[src/rtl/exu_ctrl_pkg.sv]
// Shared types and constants for the execute-stage sequencing controller.
package exu_ctrl_pkg;

    // Controller states: idle, waiting on the iterative MDU, or holding a result for the LSU.
    typedef enum logic [1:0] {
        EXU_ST_IDLE     = 2'd0,
        EXU_ST_WAIT_MDU = 2'd1,
        EXU_ST_HOLD     = 2'd2
    } exu_state_e;

    localparam int EXU_STALL_W = 32;

endpackage

[src/rtl/exu_ctrl_sat_counter.sv]
// Saturating up-counter with enable; stops at all-ones instead of wrapping.
module exu_ctrl_sat_counter #(
    parameter int W = 32
) (
    input  logic         clk,
    input  logic         rst_n,
    input  logic         en_i,
    output logic [W-1:0] cnt_o
);

    logic [W-1:0] cnt_q;
    logic [W-1:0] cnt_d;

    // Next count: increment when enabled unless already saturated.
    always_comb begin
        cnt_d = cnt_q;
        if (en_i && (cnt_q != {W{1'b1}})) begin
            cnt_d = cnt_q + {{(W-1){1'b0}}, 1'b1};
        end
    end

    // Counter register.
    always_ff @(posedge clk or negedge rst_n) begin
        if (!rst_n) begin
            cnt_q <= '0;
        end else begin
            cnt_q <= cnt_d;
        end
    end

    assign cnt_o = cnt_q;

endmodule

[src/rtl/exu_ctrl.sv]
// Execute-stage sequencing controller: accepts one decoded instruction at a
// time, captures single-cycle results directly or waits on the external MDU,
// and holds the finished result for the LSU handshake.
module exu_ctrl
    import exu_ctrl_pkg::*;
#(
    parameter int XLEN          = 64,
    parameter int REG_ADDRWIDTH = 5
) (
    input  logic                     clk,
    input  logic                     rst_n,
    input  logic                     idu_valid_i,
    output logic                     idu_ready_o,
    input  logic                     is_muldiv_i,
    input  logic [REG_ADDRWIDTH-1:0] rd_idx_i,
    input  logic [XLEN-1:0]          alu_result_i,
    input  logic                     flush_i,
    output logic                     mdu_start_o,
    output logic                     mdu_kill_o,
    input  logic                     mdu_done_i,
    input  logic [XLEN-1:0]          mdu_result_i,
    output logic                     lsu_valid_o,
    input  logic                     lsu_ready_i,
    output logic [XLEN-1:0]          ex_result_o,
    output logic [REG_ADDRWIDTH-1:0] ex_rd_idx_o,
    output logic [31:0]              stall_cnt_o
);

    exu_state_e               state_q, state_d;
    logic [XLEN-1:0]          result_q, result_d;
    logic [REG_ADDRWIDTH-1:0] rd_q, rd_d;
    logic                     accept;
    logic                     stall_en;

    // Next-state, datapath capture and handshake outputs.
    always_comb begin
        state_d     = state_q;
        result_d    = result_q;
        rd_d        = rd_q;
        idu_ready_o = ((state_q == EXU_ST_IDLE) ||
                       ((state_q == EXU_ST_HOLD) && lsu_ready_i)) && !flush_i;
        accept      = idu_valid_i && idu_ready_o;
        lsu_valid_o = (state_q == EXU_ST_HOLD) && !flush_i;
        mdu_start_o = accept && is_muldiv_i;
        mdu_kill_o  = (state_q == EXU_ST_WAIT_MDU) && flush_i;

        if (flush_i) begin
            // Flush squashes everything, including a same-cycle MDU completion.
            state_d = EXU_ST_IDLE;
        end else begin
            case (state_q)
                EXU_ST_IDLE, EXU_ST_HOLD: begin
                    if (accept) begin
                        rd_d = rd_idx_i;
                        if (is_muldiv_i) begin
                            state_d = EXU_ST_WAIT_MDU;
                        end else begin
                            result_d = alu_result_i;
                            state_d  = EXU_ST_HOLD;
                        end
                    end else if ((state_q == EXU_ST_HOLD) && lsu_ready_i) begin
                        state_d = EXU_ST_IDLE;
                    end
                end
                EXU_ST_WAIT_MDU: begin
                    if (mdu_done_i) begin
                        result_d = mdu_result_i;
                        state_d  = EXU_ST_HOLD;
                    end
                end
                default: begin
                    state_d = EXU_ST_IDLE;
                end
            endcase
        end
    end

    // State and result/destination registers.
    always_ff @(posedge clk or negedge rst_n) begin
        if (!rst_n) begin
            state_q  <= EXU_ST_IDLE;
            result_q <= '0;
            rd_q     <= '0;
        end else begin
            state_q  <= state_d;
            result_q <= result_d;
            rd_q     <= rd_d;
        end
    end

    // A stall cycle is any cycle spent waiting on the MDU or on the LSU.
    assign stall_en = (state_q == EXU_ST_WAIT_MDU) ||
                      ((state_q == EXU_ST_HOLD) && !lsu_ready_i);

    exu_ctrl_sat_counter #(
        .W (EXU_STALL_W)
    ) u_stall_cnt (
        .clk   (clk),
        .rst_n (rst_n),
        .en_i  (stall_en),
        .cnt_o (stall_cnt_o)
    );

    assign ex_result_o = result_q;
    assign ex_rd_idx_o = rd_q;

endmodule

[config.mk]
export PLATFORM = sky130hd
export DESIGN_NAME = exu_ctrl
export DESIGN_NICKNAME = d
export VERILOG_FILES = /design/src/rtl/exu_ctrl_pkg.sv /design/src/rtl/exu_ctrl_sat_counter.sv /design/src/rtl/exu_ctrl.sv
export SDC_FILE = /design/constraint.sdc
export NUM_CORES = 1
export LEC_CHECK = 0
export CAP_MARGIN = 40
export CORE_UTILIZATION = 40
export CTS_CLUSTER_DIAMETER = 200
export DETAILED_ROUTE_END_ITERATION = 6
export DONT_BUFFER_PORTS = 1
export HOLD_SLACK_MARGIN = 0.03
export SYNTH_ARGS = -nofsm -noshare
export SYNTH_HDL_FRONTEND = slang
export SYNTH_HIERARCHICAL = 1
export SYNTH_SLANG_ARGS = --single-unit
[constraint.sdc]
create_clock -name clk -period 2.07 [get_ports clk]
set_input_delay 0.1035 -clock clk [delete_from_list [all_inputs] [get_ports clk]]
set_output_delay 0.1035 -clock clk [all_outputs]
set_load 0.005 [all_outputs]
==> results.py, run 1 <==
metrics = {
    "yosys": {
        "netlist.area_leader.share_pct": 48.5,
        "synth_top_cell_by_area": "dfrtp_1",
        "synth.avg_cell_area_um2": 13.7,
        "yosysSeqAreaShare_pct": 48.5,
        "yosysUniqueCellTypes": 40,
        "syn_nets": 529,
        "synthFlopType": "dfrtp_1",
        "yosys-top-cells-area": "dfrtp_1 (49%), mux2_2 (18%), mux2_4 (14%)",
        "synth_common_cells": "dfrtp_1 (103), mux2_2 (85), mux2_4 (49), xnor2_1 (24), nand2_1 (16)",
        "synth-seq-cells": 103,
        "async_reset_ff_share_pct": 100,
        "synth_area_um2": 5310,
        "yosys_warnings": 6,
        "synthCells": 388,
        "synth_edf_count": 0,
        "yosysMostFrequentCell": "dfrtp_1",
    },
    "floorplan": {
        "rows": 41,
        "initial_core_util_pct": 41.6,
        "die_y_um": 117,
        "die_w_um": 117,
        "io_pins": 245,
    },
    "clock_tree": {
        "cts_buffers": 9,
        "htree_levels": 3,
        "cts_setup_buffers": 0,
        "root_buffer": "clkbuf_16",
        "cts_resized": 0,
        "ctsHoldBuffers": 119,
        "clock_sinks": 103,
        "cts_buffer_depth": 2,
    },
    "placement": {
        "place_congestion": 0.783,
        "dp_slack_ns": 0.114,
        "dp_hpwl_um": 8970,
        "io_buffers": 0,
    },
    "status": {
        "failing_step": "clock tree synthesis",
        "error": "[ERROR RSZ-0060] Max buffer count reached.",
        "status": "stopped before the end",
    },
}
[stage by stage]
step	std cells	cell area, um2	hold slack, ns
3_5_place_dp	573	5670	-0.189
3_3_place_gp	573	5670	-0.190
2_1_floorplan	388	5320	-0.192
[cell families after synthesis]
kind of cell | count (synthesis) | share of synthesized area [%]
buffers and inverters | 21 | 2.76
AND/OR/NAND/NOR | 89 | 10.1
AO/OA/AOI/OAI | 10 | 1.55
multiplexers | 135 | 32.1
adder cells (fa/ha/maj) | 1 | 0.236
XOR/XNOR | 29 | 4.78
flip-flops | 103 | 48.5
==> run 2, diff against run 1 <==
- CORE_UTILIZATION: 40 -> 25
- CTS_CLUSTER_DIAMETER: 200 -> not set
- HOLD_SLACK_MARGIN: 0.03 -> not set
- PLACE_DENSITY_LB_ADDON: not set -> 0.15
- clock period: 2.07 -> 2.7 ns (I/O delays scaled with it)
==> run 2 against run 1 <==
The flow now finishes without violations. Synthesized cell count stayed put. Area after synthesis stayed put.
==> results.py, run 2 <==
metrics = {
    "timing": {
        "tightest_slew_ns": 0.813,
        "slew_headroom_pct": 45.8,
        "hold_viol": 0,
        "period_needed_ns": 2.17,
        "finalSetupTns_ns": 0,
        "skew_ns": 0.0106,
        "drv_slew": 0,
        "fmax_mhz": 460,
        "rsz0062_at_grt": "no",
        "layout_setup_ws_ns": 0.527,
        "fin_crit_sh_pct": 80.5,
        "setup_violations": 0,
    },
    "clock_tree": {
        "cts_buffers": 9,
        "cts_tree": "built",
        "root_buffer": "clkbuf_16",
        "clk_latency_ns": 0.35,
        "cts_setup_buffers": 0,
        "clock_sinks": 103,
        "htree_levels": 3,
        "cts_buffer_depth": 2,
        "clkTransAtPathRegs_ns": 0.08,
    },
    "floorplan": {
        "core-area_um2": 20600,
        "io_pins": 245,
        "die_y_um": 148,
        "initial_core_util_pct": 25.8,
        "rows": 52,
        "die_w_um": 148,
        "die_area_um2": 21800,
    },
    "worst_setup_path": {
        "arrival_ns": 2.40,
        "startpoint_type": "flop",
        "cp_slowest_cell": "dfrtp_1",
        "rrSetupSlack_ns": 0.53,
        "slowest_delay_ns": 0.49,
        "endpoint_kind": "flop",
        "cp_max_fo": 7,
        "crit-reg2reg-launch": "u_stall_cnt/cnt_o[24]",
        "reg2reg_to": "u_stall_cnt/cnt_o[1]",
        "required_ns": 2.93,
        "ff2ff_path_depth": 5,
        "path_cells": "nand4_1 -> nor4_4 -> nand2_2 -> o31ai_4 -> mux2_1",
        "path_class": "reg2reg",
    },
    "power": {
        "p_per_area_nw_per_um2": 712,
        "p_leak_nw": 2.52,
        "peakVddDrop_uv": 274,
    },
    "placement": {
        "dp_cells": 649,
        "place_congestion": 0.755,
        "io_buffers": 0,
        "dp_slack_ns": 0.533,
        "dp_hpwl_um": 9230,
    },
    "grt": {
        "grt_max_degree": 104,
        "track_usage_pct": 11.6,
        "grt_pass1_vias": 3259,
        "grt_pass1_wl_um": 19100,
        "antenna_found_initial": 1,
        "gr-total-overflow": 0,
    },
    "detailed_routing": {
        "avgRoutedWirePerCell_um": 19.0,
        "ant_nets": 0,
        "drc": 0,
        "vias": 3110,
        "wl_um": 12800,
        "drtIter0Drc": 75,
        "post_drt_via_cell_ratio": 4.60,
        "drtPass1Iterations": 4,
    },
    "worst_hold_path": {
        "hp-class": "in2reg",
        "whs_path_depth": 2,
        "min_from": "mdu_result_i[45]",
        "min_to": "ex_result_o[45]",
    },
    "cells_and_area": {
        "drive_gt1_share_pct": 42.0,
        "stdcell_count": 676,
        "mostFrequentLayoutCell": "dfrtp_1",
        "fin_nets": 541,
        "fill_cells": 2112,
        "layout_common_cells": "dfrtp_1 (103), mux2_2 (85), mux2_4 (49), xnor2_1 (24), nand2_1 (16)",
        "largest_reg_flops": 64,
        "synthToLayoutAreaGrowth_pct": 13.6,
    },
    "yosys": {
        "async_reset_ff_share_pct": 100,
        "yosysUniqueCellTypes": 40,
        "synth-seq-cells": 103,
        "yosys-top-cells-area": "dfrtp_1 (49%), mux2_2 (18%), mux2_4 (14%)",
        "yosys_warnings": 6,
        "netlist.area_leader.share_pct": 48.5,
        "synthFlopType": "dfrtp_1",
        "synth_edf_count": 0,
        "yosysSeqAreaShare_pct": 48.5,
        "synthCells": 388,
        "synth_common_cells": "dfrtp_1 (103), mux2_2 (85), mux2_4 (49), xnor2_1 (24), nand2_1 (16)",
        "synth.avg_cell_area_um2": 13.7,
        "syn_nets": 529,
        "synth_top_cell_by_area": "dfrtp_1",
        "yosysMostFrequentCell": "dfrtp_1",
        "synth_area_um2": 5310,
    },
    "flow_run": {
        "max-cap-violations": 0,
    },
    "status": {
        "status": "finished, final reports clean",
    },
}
[run 2: power breakdown]
part	leakage [nW]	total, W	switching [W]	internal [W]
Clock	0.149	0.00132	0.000575	0.000745
Combinational	1.09	0.000748	0.000244	0.000505
Sequential	1.28	0.00223	0.000342	0.00189
[run 2: area by class of cell]
class	count	area (um2)	share of cell area (%)
Clock buffer	11	243	4.02
Sequential cell	103	2580	42.7
Antenna cell	1	2.50	0.0415
Clock inverter	5	57.6	0.954
Multi-Input combinational cell	264	2600	43.1
Timing Repair Buffer	18	203	3.36
Inverter	4	15.0	0.249
Tap cell	270	338	5.60
[run 2: kinds of logic after synthesis]
logic type      after synthesis  share of synthesized area (%)
buf+inv                      21                           2.76
flops                       103                           48.5
compound gates               10                           1.55
simple gates                 89                           10.1
fa+ha+maj                     1                          0.236
xor+xnor                     29                           4.78
mux                         135                           32.1
[run 2: layer usage]
layer / track usage (%) / vias up / part of all wire, %
li1: - / 1426 / -
met1: 12.5 / 1519 / 39
met2: 20.8 / 155 / 51
met3: 4.54 / 10 / 8.8
met4: 3.71 / 0 / 1.2
met5: 0 / - / 0
[run 2: worst max path at each step]
stage,endpoint,startpoint,slack (ns)
finish,u_stall_cnt/cnt_o[1],u_stall_cnt/cnt_o[24],0.53
global route,u_stall_cnt/cnt_o[1],u_stall_cnt/cnt_o[24],0.40
CTS,u_stall_cnt/cnt_o[1],u_stall_cnt/cnt_o[24],0.52
global placement,u_stall_cnt/cnt_o[1],u_stall_cnt/cnt_o[16],0.52
detailed placement,u_stall_cnt/cnt_o[1],u_stall_cnt/cnt_o[20],0.53
floorplan,u_stall_cnt/cnt_o[29],state_q[1],0.50
[run 2: worst max-delay path: cells and delay by family, from the launching register on]
| kind | cells | cell delay, ns |
|---|---|---|
| simple gates | 3 | 0.90 |
| compound gates | 1 | 0.31 |
| mux | 1 | 0.35 |
| flops | 1 | 0.49 |
[run 2: per-stage QoR]
stage	power [W]	hold WS [ns]	instance area [um2]	util, %
after floorplan	0.00278	-0.161	5310	-
after detailed placement	0.00297	-0.158	5610	27.3
after CTS	0.00440	0.0384	6030	29.3
after global routing	0.00455	0.0445	6030	29.3
after global placement	0.00297	-0.158	5610	27.3
final	0.00430	0.0649	6030	29.4
[run 2: what timing repair did]
action	4_1_cts	5_1_grt
hold endpoints to repair	110	0
gates resized for setup	0	0
hold buffers	10	0
setup endpoints to repair	0	0
No activity file was read; power rests on OpenSTA's default activity.
==> run 3, diff against run 2 <==
- clock period: 2.7 -> 1.8 ns (I/O delays scaled with it)
==> run 3 against run 2 <==
The run now ends with hold timing, setup timing left. First-iteration DRC count rose by 45%. Utilization rose by 3.8 points. Fmax rose by 15%. Die area did not move. Worst hold slack got worse by 0.63 ns. Clock power rose by 54%. Critical path type unchanged.
==> results.py, run 3 (synthesized netlist as in run 2, its figures left out) <==
metrics = {
    "cells_and_area": {
        "mostFrequentLayoutCell": "dfrtp_1",
        "largest_reg_flops": 64,
        "synthToLayoutAreaGrowth_pct": 28.3,
        "drive_gt1_share_pct": 55.6,
        "layout_common_cells": "dfrtp_1 (102), mux2_2 (85), buf_4 (75), mux2_4 (50), xnor2_1 (23)",
        "fin_nets": 618,
        "fill_cells": 2052,
        "final_cell_area_um2": 6820,
        "n_antenna_cell": 0,
    },
    "floorplan": {
        "die_area_um2": 21800,
        "initial_core_util_pct": 25.8,
        "rows": 52,
        "core-area_um2": 20600,
        "die_y_um": 148,
        "die_w_um": 148,
        "io_pins": 245,
    },
    "clock_tree": {
        "clkTransAtPathRegs_ns": 0.07,
        "clk_latency_ns": 0.35,
        "cts_buffer_depth": 2,
        "root_buffer": "clkbuf_16",
        "cts_buffers": 9,
        "cts_tree": "built",
        "clock_sinks": 103,
        "htree_levels": 3,
    },
    "grt": {
        "antenna_found_initial": 0,
        "grt_pass1_wl_um": 20300,
        "gr-total-overflow": 0,
        "grt_max_degree": 104,
        "grt_pass1_vias": 3563,
        "track_usage_pct": 12.1,
    },
    "timing": {
        "tightest_slew_ns": 0.473,
        "period_needed_ns": 1.89,
        "skew_ns": 0.00792,
        "rsz0062_at_grt": "yes",
        "setup_violations": 8,
        "layout_setup_ws_ns": -0.0872,
        "fin_hold_ws_ns": -0.566,
        "hold_viol": 103,
        "fmax_mhz": 530,
        "fin_crit_sh_pct": 105,
        "slew_headroom_pct": 68.2,
        "drv_slew": 0,
    },
    "power": {
        "p_total_w": 0.00667,
        "p_per_area_nw_per_um2": 978,
        "peakVddDrop_uv": 483,
        "p_leak_nw": 2.99,
    },
    "worst_setup_path": {
        "required_ns": 2.04,
        "cp_max_fo": 4,
        "endpoint_kind": "flop",
        "path_cells": "buf_4 -> nand4_4 -> nor4_4 -> nand2_2 -> o31ai_4 -> mux2_4",
        "startpoint_type": "flop",
        "arrival_ns": 2.12,
        "cp_slowest_cell": "dfrtp_1",
        "path_class": "reg2reg",
        "cp-startpoint": "u_stall_cnt/cnt_o[16]",
        "slowest_delay_ns": 0.39,
        "crit-reg2reg-launch": "u_stall_cnt/cnt_o[16]",
    },
    "worst_hold_path": {
        "hp-class": "in2async",
    },
    "detailed_routing": {
        "ant_nets": 0,
        "avgRoutedWirePerCell_um": 18.2,
        "post_drt_via_cell_ratio": 4.58,
        "vias": 3447,
        "wl_um": 13700,
        "drc": 0,
        "drtPass1Iterations": 4,
        "drtIter0Drc": 109,
    },
    "placement": {
        "place_congestion": 0.774,
        "dp_hpwl_um": 9610,
        "io_buffers": 0,
        "place_area_um2": 6090,
    },
    "status": {
        "status": "finished, violations left",
        "violations": "hold timing, setup timing",
    },
    "flow_run": {
        "max-cap-violations": 0,
    },
}
run 3: timing repair:
| action | 4_1_cts | 5_1_grt |
|---|---|---|
| setup buffers | 4 | 12 |
| hold endpoints to repair | 110 | 104 |
| setup endpoints to repair | 9 | 74 |
| gates resized for setup | 8 | 20 |
| pin swaps | 6 | 22 |
| hold buffers | 9 | 1 |
| cloned | 0 | 2 |
run 3: metal layers:
| layer | global-route usage, % | share of wire [%] |
|---|---|---|
| met3 | 4.20 | 7.9 |
| met4 | 4.28 | 1.4 |
| met2 | 21.4 | 52 |
| met5 | 0 | 0 |
| met1 | 13.5 | 38 |
run 3: worst paths after layout:
kind | endpoint | slack [ns] | depth (start not counted)
hold / removal | ex_result_o[41] | -0.57 | 0
max in group asynchronous | state_q[1] | 2.21 | 0
setup / recovery | u_stall_cnt/cnt_o[1] | -0.09 | 6
setup reg to reg | u_stall_cnt/cnt_o[1] | -0.09 | 6
hold reg to reg | ex_result_o[41] | 0.54 | 1
min in group clk | ex_result_o[56] | 0.02 | 2
run 3: critical path: cells and delay by family, from the launching register on:
family	cells	cell delay (ns)
buffers and inverters	1	0.14
AOI/OAI and AO/OA	1	0.28
DFF	1	0.39
and+or+nand+nor	3	0.63
muxes	1	0.33
run 3: final cells by class:
cell class                      count  area [um2]  share of cell area [%]
Tap cell                          270         338                    4.96
Clock buffer                       11         253                    3.71
Timing Repair Buffer               95         837                    12.3
Inverter                            4        15.0                   0.220
Clock inverter                      5        56.3                   0.826
Sequential cell                   103        2580                    37.8
Multi-Input combinational cell    264        2740                    40.2
run 3: per-stage QoR:
stage                     hold WS [ns]  cells  setup TNS, ns  utilization (%)  setup WS (ns)
final                           -0.566    752         -0.313             33.2        -0.0872
after global placement          -0.203    709        -0.0241             29.6        -0.0133
after CTS                       -0.588    738        -0.0383             31.9        -0.0286
after floorplan                 -0.206    388         -0.155                -        -0.0813
after detailed placement        -0.204    709         -0.117             29.6        -0.0380
after global routing            -0.594    752          -1.97             33.2         -0.161
run 3: where the power goes:
group | internal [W] | switching, W | leakage [nW]
Clock | 0.00115 | 0.000876 | 0.152
Combinational | 0.000903 | 0.000441 | 1.56
Sequential | 0.00283 | 0.000462 | 1.28
Total | 0.00489 | 0.00178 | 2.99
==> run 4, diff against run 3 <==
- REMOVE_ABC_BUFFERS: not set -> 1
==> run 4 against run 3 <==
The run still ends with hold timing, setup timing left. Clock skew down 0.00069 ns. Highest routed layer unchanged. Clock power down 4%. Global-route usage up 0.56 points. Combinational power up 8%. First-iteration DRC count down 37%. Worst hold slack worse by 0.0037 ns.
==> results.py, run 4 (synthesized netlist as in run 2, its figures left out) <==
metrics = {
    "grt": {
        "grt_pass1_vias": 3771,
        "track_usage_pct": 12.7,
        "gr-total-overflow": 0,
        "grt_pass1_wl_um": 21200,
        "grt_max_degree": 104,
        "antenna_found_initial": 0,
    },
    "status": {
        "status": "finished, violations left",
        "violations": "hold timing, setup timing",
    },
    "cells_and_area": {
        "fin_nets": 636,
        "drive_gt1_share_pct": 53.6,
        "synthToLayoutAreaGrowth_pct": 32.9,
        "layout_common_cells": "dfrtp_1 (103), mux2_2 (73), buf_4 (73), mux2_4 (62), dlygate4sd3_1 (25)",
        "final_cell_area_um2": 7060,
        "n_antenna_cell": 0,
        "largest_reg_flops": 64,
        "fill_cells": 2063,
        "mostFrequentLayoutCell": "dfrtp_1",
    },
    "flow_run": {
        "max-cap-violations": 0,
    },
    "timing": {
        "period_needed_ns": 1.82,
        "hold_viol": 103,
        "drv_slew": 0,
        "setup_violations": 3,
        "fin_hold_ws_ns": -0.570,
        "slew_headroom_pct": 75.8,
        "tightest_slew_ns": 0.362,
        "fmax_mhz": 549,
        "rsz0062_at_grt": "yes",
        "skew_ns": 0.00722,
        "fin_crit_sh_pct": 101,
        "layout_setup_ws_ns": -0.0227,
    },
    "floorplan": {
        "io_pins": 245,
        "rows": 52,
        "initial_core_util_pct": 25.8,
        "core-area_um2": 20600,
        "die_area_um2": 21800,
        "die_w_um": 148,
        "die_y_um": 148,
    },
    "worst_setup_path": {
        "path_cells": "nand4_1 -> or4_4 -> nor3_4 -> nand4_1 -> xnor2_1",
        "arrival_ns": 2.06,
        "cp.buffers_inverters": 0,
        "rrSetupSlack_ns": -0.02,
        "path_class": "reg2reg",
        "cpMostUsedCell": "nand4_1",
        "slowest_delay_ns": 0.61,
        "startpoint_type": "flop",
        "required_ns": 2.03,
        "cp_slowest_cell": "or4_4",
        "cp_max_fo": 5,
        "critPathTopFamily": "simple AND/OR/NAND/NOR gates",
        "endpoint_kind": "flop",
    },
    "clock_tree": {
        "htree_levels": 3,
        "root_buffer": "clkbuf_16",
        "cts_buffers": 9,
        "clock_sinks": 103,
        "cts_buffer_depth": 2,
        "clkTransAtPathRegs_ns": 0.07,
        "ctsHoldBuffers": 25,
        "clk_latency_ns": 0.35,
        "cts_tree": "built",
    },
    "detailed_routing": {
        "wl_met1_um": 5680,
        "vias": 3476,
        "post_drt_via_cell_ratio": 4.53,
        "drtPass1Iterations": 6,
        "drtIter0Drc": 69,
        "ant_nets": 0,
        "top_layer": "met4",
        "drc": 0,
        "wl_met2_um": 7420,
        "dr_wl_met3_um": 1330,
        "wl_um": 14600,
        "avgRoutedWirePerCell_um": 19.0,
    },
    "placement": {
        "dp_hpwl_um": 10200,
        "place_area_um2": 6080,
        "dp_slack_ns": -0.147,
        "io_buffers": 0,
        "place_congestion": 0.765,
    },
    "power": {
        "p_leak_nw": 3.12,
        "peakVddDrop_uv": 377,
        "p_per_area_nw_per_um2": 946,
    },
    "worst_hold_path": {
        "hp-class": "in2async",
    },
}
==> run 4: power breakdown <==
| group | switching (W) | internal (W) |
|---|---|---|
| Sequential | 0.000449 | 0.00283 |
| Clock | 0.000879 | 0.00107 |
| Combinational | 0.000469 | 0.000979 |
| Total | 0.00180 | 0.00488 |
==> run 4: stage by stage <==
step	TNS, ns	utilization [%]	hold slack [ns]	std cells	power [W]
floorplan	-103.13	-	-0.206	371	0.00415
global placement	-0.627	29.6	-0.203	711	0.00457
detailed placement	-2.74	29.6	-0.202	711	0.00459
CTS	-0.148	32.6	-0.589	753	0.00668
global route	-1.77	34.3	-0.589	768	0.00704
finish	-0.0318	34.3	-0.570	768	0.00667
==> run 4: final cells by class <==
cell class | count | area, um2 | share of cell area, %
inverters | 4 | 15.0 | 0.213
flip-flops and latches | 103 | 2580 | 36.5
clock buffers | 9 | 225 | 3.19
multi-input cells | 264 | 2800 | 39.6
well taps | 270 | 338 | 4.79
repair buffers | 113 | 1050 | 14.8
clock inverters | 5 | 61.3 | 0.869
==> run 4: routing by layer <==
| metal | global-route usage [%] | vias up |
|---|---|---|
| met5 | 0 | - |
| met4 | 4.33 | 0 |
| met3 | 5.15 | 10 |
| met2 | 22.2 | 158 |
| met1 | 13.8 | 1697 |
| li1 | - | 1611 |
==> run 4: worst paths after layout <==
kind                                    endpoint  depth (start not counted)                 start
setup / recovery           u_stall_cnt/cnt_o[25]                          5  u_stall_cnt/cnt_o[9]
hold / removal             u_stall_cnt/cnt_o[22]                          0                 rst_n
setup reg to reg           u_stall_cnt/cnt_o[25]                          5  u_stall_cnt/cnt_o[9]
hold reg to reg                   ex_result_o[0]                          1        ex_result_o[0]
max in group asynchronous        ex_result_o[35]                          0                 rst_n
min in group clk                  ex_result_o[6]                          2       alu_result_i[6]
==> run 4: repair_timing <==
action	CTS	global route
cloned	0	5
resized for setup	14	38
endpoints found under the hold margin	119	103
setup buffers	4	11
setup endpoints to repair	78	88
pin swaps	9	19
